<file path="config.mk">
export PLATFORM = sky130hd
export DESIGN_NAME = matrix_vector_loader_flat
export DESIGN_NICKNAME = d
export VERILOG_FILES = /design/src/rtl/matvec_pkg.sv /design/src/rtl/matrix_vector_loader_if.sv /design/src/rtl/matvec_word_assembler.sv /design/src/rtl/matrix_vector_loader.sv /design/src/flat_wrapper.sv
export SDC_FILE = /design/constraint.sdc
export NUM_CORES = 2
export LEC_CHECK = 0
export CAP_MARGIN = 20
export CORE_AREA = 5 5 356 358
export CTS_BUF_LIST = sky130_fd_sc_hd__clkbuf_8 sky130_fd_sc_hd__clkbuf_16
export DETAILED_ROUTE_END_ITERATION = 16
export DIE_AREA = 0 0 361 363
export GPL_ROUTABILITY_DRIVEN = 0
export PLACE_DENSITY_LB_ADDON = 0.08
export SLEW_MARGIN = 20
export SYNTH_ARGS = -nofsm -noshare
export SYNTH_HDL_FRONTEND = slang
export SYNTH_HIERARCHICAL = 1
export SYNTH_SLANG_ARGS = --single-unit
</file>
<file path="constraint.sdc">
create_clock -name clk -period 5.6 [get_ports clk]
set_clock_uncertainty 0.1 [all_clocks]
set_input_delay 0.84 -clock clk [delete_from_list [all_inputs] [get_ports clk]]
set_output_delay 0.84 -clock clk [all_outputs]
set_load 0.005 [all_outputs]
</file>
<file path="src/rtl/matvec_pkg.sv">
// rtl/matvec_pkg.sv - shared types and constants for the matrix/vector byte loader
//
// Purpose: element width, matrix dimension, frame header codes, the float word
// type and the loader state encoding used by the loader, its interface and the
// word assembler.
package matvec_pkg;

  localparam int WORD_W = 32;
  localparam int N      = 4;

  localparam logic [7:0] HDR_FULL = 8'hA5;
  localparam logic [7:0] HDR_VEC  = 8'h5A;

  // Payload sizes in bytes: N*N matrix words, then N vector words.
  localparam int MAT_BYTES = N * N * WORD_W / 8;
  localparam int VEC_BYTES = N * WORD_W / 8;

  typedef logic [WORD_W-1:0] float_word_t;

  typedef enum logic [1:0] {
    IDLE     = 2'd0,
    LOAD_MAT = 2'd1,
    LOAD_VEC = 2'd2,
    PRESENT  = 2'd3
  } loader_state_t;

endpackage

</file>
<file path="src/rtl/matrix_vector_loader_if.sv">
// rtl/matrix_vector_loader_if.sv - byte-in / frame-out bus of the matrix/vector loader
//
// Purpose: groups the input byte stream and the parallel frame output.
// Ports (signals):
//   i_byte/i_valid/i_ready : incoming byte stream, accepted on i_valid & i_ready
//   o_mat/o_vec/o_valid/o_ready : assembled frame, row-major matrix (r*N+c) and vector
//   o_frame_err : one-cycle pulse on bad header or inter-byte timeout
// Modports: master = byte source / frame sink, slave = loader.
interface matrix_vector_loader_if;
  import matvec_pkg::*;

  logic [7:0]               i_byte;
  logic                     i_valid;
  logic                     i_ready;
  float_word_t [N*N-1:0]    o_mat;
  float_word_t [N-1:0]      o_vec;
  logic                     o_valid;
  logic                     o_ready;
  logic                     o_frame_err;

  modport master (
    output i_byte, i_valid, o_ready,
    input  i_ready, o_mat, o_vec, o_valid, o_frame_err
  );

  modport slave (
    input  i_byte, i_valid, o_ready,
    output i_ready, o_mat, o_vec, o_valid, o_frame_err
  );

endinterface

</file>
<file path="src/rtl/matvec_word_assembler.sv">
// rtl/matvec_word_assembler.sv - little-endian 4-byte to float word assembler
//
// Purpose: collects bytes (first byte -> [7:0]) and emits word_done for one
// cycle together with the assembled word when the fourth byte arrives.
// Ports:
//   clk, rst   : clock, asynchronous active-low reset
//   clr        : discard any partial word (abort)
//   in_valid   : in_byte is consumed this cycle
//   in_byte    : stream byte
//   word_done  : combinational, high in the cycle the fourth byte is consumed
//   word       : assembled word, meaningful while word_done is high
module matvec_word_assembler
  import matvec_pkg::*;
(
  input  logic        clk,
  input  logic        rst,
  input  logic        clr,
  input  logic        in_valid,
  input  logic [7:0]  in_byte,
  output logic        word_done,
  output float_word_t word
);

  // Only the first three bytes need storage; the fourth is taken straight
  // from the input so the word is available in the cycle it completes.
  logic [23:0] sr_q, sr_d;
  logic [1:0]  idx_q, idx_d;

  assign word = {in_byte, sr_q};

  always_comb begin
    sr_d      = sr_q;
    idx_d     = idx_q;
    word_done = 1'b0;
    if (clr) begin
      sr_d  = '0;
      idx_d = '0;
    end else if (in_valid) begin
      sr_d      = {in_byte, sr_q[23:8]};
      idx_d     = idx_q + 2'd1;
      word_done = (idx_q == 2'd3);
    end
  end

  always_ff @(posedge clk or negedge rst) begin
    if (!rst) begin
      sr_q  <= '0;
      idx_q <= '0;
    end else begin
      sr_q  <= sr_d;
      idx_q <= idx_d;
    end
  end

endmodule

</file>
<file path="src/rtl/matrix_vector_loader.sv">
// rtl/matrix_vector_loader.sv - framed byte stream to 4x4 matrix + 4-vector loader
//
// Purpose: receives header 0xA5 + 64 matrix bytes + 16 vector bytes, assembles
// little-endian float words and presents the whole frame on a valid/ready
// handshake. Bad headers and inter-byte timeouts pulse o_frame_err.
// Optional feature: MATVEC_VECTOR_ONLY_EN - header 0x5A reloads only the vector
// once a full frame has been loaded.
// Ports:
//   clk  : system clock
//   rst  : asynchronous active-low reset
//   bus  : matrix_vector_loader_if.slave (byte stream in, frame out, error pulse)
// Parameters:
//   TIMEOUT_CYCLES : max cycles between accepted bytes inside a frame
module matrix_vector_loader
  import matvec_pkg::*;
#(
  parameter int TIMEOUT_CYCLES = 12000
) (
  input  logic                   clk,
  input  logic                   rst,
  matrix_vector_loader_if.slave  bus
);

  localparam int TO_W      = $clog2(TIMEOUT_CYCLES);
  localparam logic [TO_W-1:0] TO_LAST = TO_W'(TIMEOUT_CYCLES - 1);
  localparam int MAT_IDX_W = $clog2(N * N);
  localparam int VEC_IDX_W = $clog2(N);

  loader_state_t         state_q, state_d;
  logic [6:0]            byte_cnt_q, byte_cnt_d;
  logic [TO_W-1:0]       to_cnt_q, to_cnt_d;
  float_word_t [N*N-1:0] mat_stage_q, mat_stage_d;
  float_word_t [N-1:0]   vec_stage_q, vec_stage_d;
  float_word_t [N*N-1:0] o_mat_q, o_mat_d;
  float_word_t [N-1:0]   o_vec_q, o_vec_d;
  logic                  err_q, err_d;
`ifdef MATVEC_VECTOR_ONLY_EN
  logic                  mat_loaded_q, mat_loaded_d;
  logic                  vec_only_q, vec_only_d;
`endif

  logic        accept;
  logic        in_load;
  logic        timeout;
  logic        asm_valid;
  logic        word_done;
  float_word_t word;

  assign accept    = bus.i_valid & bus.i_ready;
  assign in_load   = (state_q == LOAD_MAT) || (state_q == LOAD_VEC);
  assign timeout   = in_load && (to_cnt_q == TO_LAST);
  // A byte arriving in the timeout cycle is dropped.
  assign asm_valid = accept & in_load & ~timeout;

  assign bus.i_ready     = rst & (state_q != PRESENT);
  assign bus.o_valid     = (state_q == PRESENT);
  assign bus.o_mat       = o_mat_q;
  assign bus.o_vec       = o_vec_q;
  assign bus.o_frame_err = err_q;

  matvec_word_assembler u_asm (
    .clk       (clk),
    .rst       (rst),
    .clr       (timeout),
    .in_valid  (asm_valid),
    .in_byte   (bus.i_byte),
    .word_done (word_done),
    .word      (word)
  );

  always_comb begin
    state_d     = state_q;
    byte_cnt_d  = byte_cnt_q;
    to_cnt_d    = to_cnt_q;
    mat_stage_d = mat_stage_q;
    vec_stage_d = vec_stage_q;
    o_mat_d     = o_mat_q;
    o_vec_d     = o_vec_q;
    err_d       = 1'b0;
`ifdef MATVEC_VECTOR_ONLY_EN
    mat_loaded_d = mat_loaded_q;
    vec_only_d   = vec_only_q;
`endif

    // Inter-byte timer: runs only inside a frame and saturates at the limit.
    if (in_load) begin
      if (timeout || accept) begin
        to_cnt_d = '0;
      end else if (to_cnt_q != TO_LAST) begin
        to_cnt_d = to_cnt_q + 1'b1;
      end
    end else begin
      to_cnt_d = '0;
    end

    unique case (state_q)
      IDLE: begin
        byte_cnt_d = '0;
        if (accept) begin
          if (bus.i_byte == HDR_FULL) begin
            state_d = LOAD_MAT;
`ifdef MATVEC_VECTOR_ONLY_EN
            vec_only_d = 1'b0;
          end else if ((bus.i_byte == HDR_VEC) && mat_loaded_q) begin
            state_d    = LOAD_VEC;
            vec_only_d = 1'b1;
`endif
          end else begin
            err_d = 1'b1;
          end
        end
      end

      LOAD_MAT: begin
        if (timeout) begin
          state_d    = IDLE;
          byte_cnt_d = '0;
          err_d      = 1'b1;
        end else if (asm_valid) begin
          byte_cnt_d = byte_cnt_q + 7'd1;
          if (word_done) begin
            mat_stage_d[byte_cnt_q[2 +: MAT_IDX_W]] = word;
          end
          if (byte_cnt_q == 7'(MAT_BYTES - 1)) begin
            state_d    = LOAD_VEC;
            byte_cnt_d = '0;
          end
        end
      end

      LOAD_VEC: begin
        if (timeout) begin
          state_d    = IDLE;
          byte_cnt_d = '0;
          err_d      = 1'b1;
        end else if (asm_valid) begin
          byte_cnt_d = byte_cnt_q + 7'd1;
          if (word_done) begin
            vec_stage_d[byte_cnt_q[2 +: VEC_IDX_W]] = word;
          end
          if (byte_cnt_q == 7'(VEC_BYTES - 1)) begin
            // Publish the frame in one step so no partial data is ever visible.
            state_d    = PRESENT;
            byte_cnt_d = '0;
            o_vec_d    = vec_stage_d;
`ifdef MATVEC_VECTOR_ONLY_EN
            // A vector-only frame keeps the last published matrix; the staging
            // buffer may hold a partially overwritten, aborted matrix.
            if (!vec_only_q) begin
              o_mat_d      = mat_stage_q;
              mat_loaded_d = 1'b1;
            end
`else
            o_mat_d = mat_stage_q;
`endif
          end
        end
      end

      PRESENT: begin
        if (bus.o_ready) begin
          state_d = IDLE;
        end
      end

      default: state_d = IDLE;
    endcase
  end

  always_ff @(posedge clk or negedge rst) begin
    if (!rst) begin
      state_q     <= IDLE;
      byte_cnt_q  <= '0;
      to_cnt_q    <= '0;
      mat_stage_q <= '0;
      vec_stage_q <= '0;
      o_mat_q     <= '0;
      o_vec_q     <= '0;
      err_q       <= 1'b0;
`ifdef MATVEC_VECTOR_ONLY_EN
      mat_loaded_q <= 1'b0;
      vec_only_q   <= 1'b0;
`endif
    end else begin
      state_q     <= state_d;
      byte_cnt_q  <= byte_cnt_d;
      to_cnt_q    <= to_cnt_d;
      mat_stage_q <= mat_stage_d;
      vec_stage_q <= vec_stage_d;
      o_mat_q     <= o_mat_d;
      o_vec_q     <= o_vec_d;
      err_q       <= err_d;
`ifdef MATVEC_VECTOR_ONLY_EN
      mat_loaded_q <= mat_loaded_d;
      vec_only_q   <= vec_only_d;
`endif
    end
  end

endmodule

</file>
<file path="src/flat_wrapper.sv">
// flat-port wrapper written by rule: the top's interface ports become plain ports
module matrix_vector_loader_flat import matvec_pkg::*;
#(
  parameter int TIMEOUT_CYCLES = 12000
)
  (clk, rst, bus_i_byte, bus_i_valid, bus_o_ready, bus_i_ready, bus_o_mat, bus_o_vec, bus_o_valid, bus_o_frame_err);
  matrix_vector_loader_if bus_i ();
  input  logic clk;
  input  logic rst;
  input wire logic [$bits(bus_i.i_byte)-1:0] bus_i_byte;
  input wire logic [$bits(bus_i.i_valid)-1:0] bus_i_valid;
  input wire logic [$bits(bus_i.o_ready)-1:0] bus_o_ready;
  output wire logic [$bits(bus_i.i_ready)-1:0] bus_i_ready;
  output wire logic [$bits(bus_i.o_mat)-1:0] bus_o_mat;
  output wire logic [$bits(bus_i.o_vec)-1:0] bus_o_vec;
  output wire logic [$bits(bus_i.o_valid)-1:0] bus_o_valid;
  output wire logic [$bits(bus_i.o_frame_err)-1:0] bus_o_frame_err;
  assign bus_i.i_byte = bus_i_byte;
  assign bus_i.i_valid = bus_i_valid;
  assign bus_i.o_ready = bus_o_ready;
  assign bus_i_ready = bus_i.i_ready;
  assign bus_o_mat = bus_i.o_mat;
  assign bus_o_vec = bus_i.o_vec;
  assign bus_o_valid = bus_i.o_valid;
  assign bus_o_frame_err = bus_i.o_frame_err;
  matrix_vector_loader #(.TIMEOUT_CYCLES(TIMEOUT_CYCLES)) u_core (.clk(clk), .rst(rst), .bus(bus_i));
endmodule
</file>
Word-level counts from Yosys, hierarchy flattened
Cells that the tools add are included.
- logic and storage cells: 127
- output and inout bits: 643
- bits of input ports: 12
- register bits: 1330
- eq/ne operators: 18
- muxes and demuxes: 37
- add/sub/neg operators: 3
- reduce and logical (&&, ||, !) cells: 14
- $lt $le $gt $ge: 4
- bitwise operators: 5
- operators by type and width (cell ; count):
    bitwise mux 512 bit ; 1
    bitwise mux 128 bit ; 1
    demux 32 bit (select 4 bit) ; 1
    2-to-1 mux 128 bit ; 1
    demux 32 bit (select 2 bit) ; 1
    2-to-1 mux 32 bit ; 2
    2-to-1 mux 24 bit ; 2
    2-to-1 mux 14 bit ; 3
    2-to-1 mux 7 bit ; 6
    2-to-1 mux 2 bit ; 11
    one-hot mux 7 bit (3 select lines) ; 1
    adder 14 x 1 -> 14 bit (second input constant) ; 1
    == test 14 bit (second input constant) ; 1
    inequality test 14 bit (second input constant) ; 1
    == test 8 bit (second input constant) ; 1
    one-hot mux 2 bit (4 select lines) ; 1
    AND reduction 4 bit ; 2
    adder 7 x 1 -> 7 bit (second input constant) ; 1
    == test 7 x 4 -> 1 bit (second input constant) ; 1
    == test 7 x 6 -> 1 bit (second input constant) ; 1
    AND reduction 7 bit ; 1
    == test 2 bit (second input constant) ; 3
    inequality test 3 x 1 -> 1 bit (second input constant) ; 2
    inequality test 3 x 2 -> 1 bit (second input constant) ; 2
    other kinds (20) ; 33

Depth between registers and ports, before layout
- depth in word-level cells: 8
- depth in mapped cells: 16
- mapped depth without buffers: 13

Modules after synthesis
The synthesis kept the hierarchy.
- by module, submodules not included (module ; area each (µm²) ; cells each ; times used ; sequential area each (µm²)):
    matrix_vector_loader ; 51335.5 ; 3231 ; 1 ; 32631.3
    matvec_word_assembler ; 1156.1 ; 95 ; 1 ; 650.6

Worst setup path after synthesis
OpenSTA, ideal clock, no wires.
- path kind: input -> register
- from: input port bus_i_valid
- to: register u_core/mat_stage_q[289] (netlist name)
- buffers on the path: 3
- setup slack: 1934 ps
- setup time: 125 ps
- arrival time: 3442 ps
- data required time: 5375 ps
- cell stages on the path: 13
- cells stage by stage: and3b_1 > nand2_1 > nor2_1 > buf_6 > buf_12 > nand2_1 > nor2_1 > nand2_1 > nor3b_1 > inv_1 > nor2_1 > clkbuf_1 > mux2_2
- longest elaborated chain between the ends: 6
- ends and longest elaborated chain (item ; line ; source):
    from (decl) ; flat_wrapper.sv:11 ; input wire logic [$bits(bus_i.i_valid)-1:0] bus_i_valid;
    AND 1 bit ; matrix_vector_loader.sv:49 ; assign accept = bus.i_valid & bus.i_ready;
    AND 1 bit (2 in a row) ; matrix_vector_loader.sv:53 ; assign asm_valid = accept & in_load & ~timeout;
    via u_core.asm_valid ; matrix_vector_loader.sv:45 ; logic asm_valid;
    2-to-1 mux 1 bit ; matvec_word_assembler.sv:38 ; end else if (in_valid) begin
    2-to-1 mux 1 bit ; matvec_word_assembler.sv:35 ; if (clr) begin
    via u_core.word_done ; matrix_vector_loader.sv:46 ; logic word_done;
    AND reduction 4 bit (no source line) ; n/a ;
    to (signal assigned) ; matrix_vector_loader.sv:188 ; mat_stage_q <= mat_stage_d;
    to (decl) ; matrix_vector_loader.sv:32 ; float_word_t [N*N-1:0] mat_stage_q, mat_stage_d;
The timed path passes the listed nets, and every way through them passes these cells.
A chain may end at the register's enable or synchronous reset.

Worst setup path in the final report
- from: register u_core.state_q[0]
- to: register u_core/mat_stage_q[445] (netlist name)
- longest elaborated chain between the ends: 8
- elaborated cells between the ends (all ways): 13
- classes of those cells: 3 x eq/ne; 2 x mux; 5 x bitwise; 3 x reduce/logical
- ends and longest elaborated chain (item ; line ; source):
    from (decl) ; matrix_vector_loader.sv:29 ; loader_state_t state_q, state_d;
    from (signal assigned) ; matrix_vector_loader.sv:185 ; state_q <= state_d;
    == test 2 x 1 -> 1 bit or == test 2 bit (tied branches) ; matrix_vector_loader.sv:50 ; assign in_load = (state_q == LOAD_MAT) || (state_q == LOAD_VEC);
    logical OR 1 bit (*) ; matrix_vector_loader.sv:50 ;
    logical AND 1 bit (*) ; matrix_vector_loader.sv:51 ; assign timeout = in_load && (to_cnt_q == TO_LAST);
    via u_core.timeout ; matrix_vector_loader.sv:44 ; logic timeout;
    NOT 1 bit (no source line) (*) ; n/a ;
    AND 1 bit (*) ; matrix_vector_loader.sv:53 ;
    via u_core.asm_valid ; matrix_vector_loader.sv:45 ;
    2-to-1 mux 1 bit (*) ; matvec_word_assembler.sv:38 ;
    2-to-1 mux 1 bit (*) ; matvec_word_assembler.sv:35 ;
    via u_core.word_done ; matrix_vector_loader.sv:46 ;
    AND reduction 4 bit (no source line) (*) ; n/a ;
Mark *: on every way through the listed nets, which the timed path passes. The rest lies on a longest branch.

==> results.yml <==
status:
  status: "finished, final reports clean"
route:
  vias: 29100
  drtIter0Drc: 1400
  drt_pre_antenna_iters: 5
  antenna_left: 0
  finalWirelength_um: 144000
  viasPerCell: 5.09
  post-route-drc-count: 0
  wl_per_cell_um: 25.3
floorplan:
  die-area_mm2: 0.131
  die_h_um: 363
  start_util_pct: 42.7
  placementRows: 129
  core_area_mm2: 0.123
  dieWidth_um: 361
  ios: 655
global_route:
  grt_usage_pct: 21.8
  grt_overflow_total: 0
  antenna_found_initial: 3
  grt_use_met3_pct: 6.29
  busiest_layer: "met2"
  grt_pass1_wl_um: 215000
  grt_max_degree: 160
  grt_use_met2_pct: 35.1
  grt_use_met1_pct: 29.3
  grt_pass1_vias: 30800
setup_path:
  worstReg2RegStart: "u_core/state_q[0]"
  slowest_stage: "nand2_2"
  cp.arrival_ns: 4.98
  cpPeakStageDelay_ns: 0.76
  rrSetupSlack_ns: 1.13
  cp-start-kind: "register"
  crit_path_end_kind: "register"
  crit_buf_inv: 2
  crit_type: "reg2reg"
  cpLargestDelayFamily: "simple AND/OR/NAND/NOR gates"
  startpoint: "u_core/state_q[0]"
  cp_max_fo: 32
  cp.required_ns: 6.11
  path_common_cell: "nand2_1"
  crit_chain: "inv_1 > ha_1 > nand4b_1 > or4_4 > clkinv_1 > nor2_4 > nand2_1 > nor2_1 > nand2_1 > nor3b_1 > nand2_2 > mux2_2"
clock_tree:
  numCtsBuffers: 149
  clock-root-buffer: "clkbuf_16"
  postCtsSetupRepairBufs: 0
  h-tree-depth: 4
  cts_resized: 0
  clk_latency_ns: 0.73
  clk_path_buf_depth: 3
  clkTransAtPathRegs_ns: 0.06
  cts.sinks: 1330
  cts_tree: "built"
power_and_ir_drop:
  leakagePower_nw: 32.2
  vdd_drop_max_mv: 0.282
  finalPower_mw: 21.4
  p_sw_mw: 5.69
  seqPwrFrac_pct: 49.5
  p_int_mw: 15.8
  combPwrFrac_pct: 5.8
  power_density_mw_per_mm2: 328
  swShare_pct: 26.5
  pwr-share-clk_pct: 44.7
timing:
  setup_ws_ns: 1.13
  setup_viol: 0
  period_needed_ns: 4.47
  rsz0062_at_grt: "false"
  slew_headroom_pct: 26.2
  fmax_ghz: 0.224
  min_period_over_period_pct: 79.8
  hold_ws_ns: 0.389
  setup_tns_ns: 0
  slew_violations: 0
  worst_pin_slew_ns: 1.10
  finalHoldViolations: 0
final_layout:
  multi_input_comb_area_mm2: 0.0179
  area_growth_pct: 24.7
  drive_gt1_share_pct: 36.8
  stdcell_area_mm2: 0.0655
  seq_area_mm2: 0.0333
  nFillCells: 10400
  final_nets: 3982
min_path:
  min-delay-start: "u_core/mat_stage_q[232]"
  hp-class: "reg2reg"
logic_synthesis:
  synth_edf_count: 0
  ys_types: 49
  synth_warnings: 6
  postSynthCellCount: 3326
  avgSynthCellArea_um2: 15.8
  async_reset_ff_share_pct: 100
  synth_area_mm2: 0.0525
  yosysTopAreaCellShare_pct: 63.4
  synth-seq-cells: 1330
  synthTopCellsByArea: "dfrtp_1 63%, mux2_2 18%, mux2_4 8.6%"
  synthTopCellsByCount: "1330 x dfrtp_1, 852 x mux2_2, 300 x mux2_4"
  synthFlopType: "dfrtp_1"
  yosys.area.top_type: "dfrtp_1"
  ys_seq_area_share_pct: 63.4
  yosysMostFrequentCell: "dfrtp_1"
  synthesis.nets: 3346
placement:
  dpl_cell_area_mm2: 0.0606
  place_hpwl_um: 91600
  portBuffers: 654
  preCtsSetupSlack_ns: 0.885
job:
  cap_violations: 0
[final timing paths]
kind,endpoint,depth (start not counted)
max in group asynchronous,u_core/mat_stage_q[45],5
setup reg to reg,u_core/mat_stage_q[445],12
hold reg to reg,u_core/bus.o_mat[232],1
hold / removal,u_core/bus.o_mat[232],1
setup / recovery,u_core/mat_stage_q[445],12
min in group asynchronous,u_core/bus.o_mat[185],2
[through the flow]
step	instances	utilization [%]
CTS	5708	53.2
global placement	5445	49.2
detailed placement	5447	49.3
finish	5710	53.2
floorplan	3326	-
global route	5708	53.2
[area by class of cell]
class / count / area share [%]
antenna: 2 / 0.00765
inverter: 10 / 0.0573
clock inverter: 74 / 0.860
sequential: 1330 / 50.9
timing repair buffer: 732 / 11.1
multi-input combinational: 1739 / 27.4
clock buffer: 186 / 6.58
tap: 1637 / 3.13
[state kept, by name, indices dropped and copies added (netlist names)]
signal and count:
u_core/byte_cnt_q 7, u_core/u_asm/idx_q 2, u_core/mat_stage_q 512, u_core/state_q 2
u_core/bus.o_frame_err 1, u_core/bus.o_vec 128, u_core/u_asm/sr_q 24, u_core/to_cnt_q 14
u_core/vec_stage_q 128, u_core/bus.o_mat 512
[power by group through the flow]
stage	Combinational (mW)	Clock [mW]	Sequential, mW
after global routing	1.38	10.3	10.7
final	1.24	9.58	10.6
after CTS	1.28	9.88	10.7
after floorplan	0.804	0	10.1
after detailed placement	1.28	0	10.8
after global placement	1.27	0	10.8
[what timing repair did]
action	in CTS	in global routing
hold endpoints to repair	39	0
endpoints found under the setup margin	0	0
hold buffers	1	0
[layer usage]
metal	share of wire (%)	up-vias
li1	-	12900
met1	44	15400
met2	47	600
met3	6.2	167
met4	2.5	0
met5	0	-
[logic make-up (layout without fill, tap and decap cells)]
logic type      after synthesis  in the layout  synth area share, %
fa+ha+maj                     8              8                0.191
compound gates              154            154                 1.56
other cells                   0              2                    0
buf+inv                     257           1002                 2.66
mux                        1308           1308                 29.8
simple gates                258            258                 2.16
flops                      1330           1330                 63.4
xor+xnor                     11             11                0.184
[placed cells by master (no fill, tap or decap), drive strengths merged, types with 3 or more instances in the layout]
cell           synthesis  final
dfrtp               1330   1330
mux2                1153   1153
clkdlybuf4s50          0    652
clkbuf                90    186
nor2                 184    184
mux2i                155    155
a21oi                133    133
buf                  157     79
inv                    9     49
clkinv                 1     27
nand2                 23     23
nand3                  9      9
xor2                   8      8
ha                     8      8
o21ai                  7      7
bufinv                 0      5
nand4                  5      5
a22o                   5      5
nor2b                  4      4
nor3                   4      4
clkinvlp               0      3
nand4b                 3      3
nand3b                 3      3
or3                    3      3
xnor2                  3      3
nor3b                  3      3
nor4                   3      3
Power figures use the tool's default switching activity.
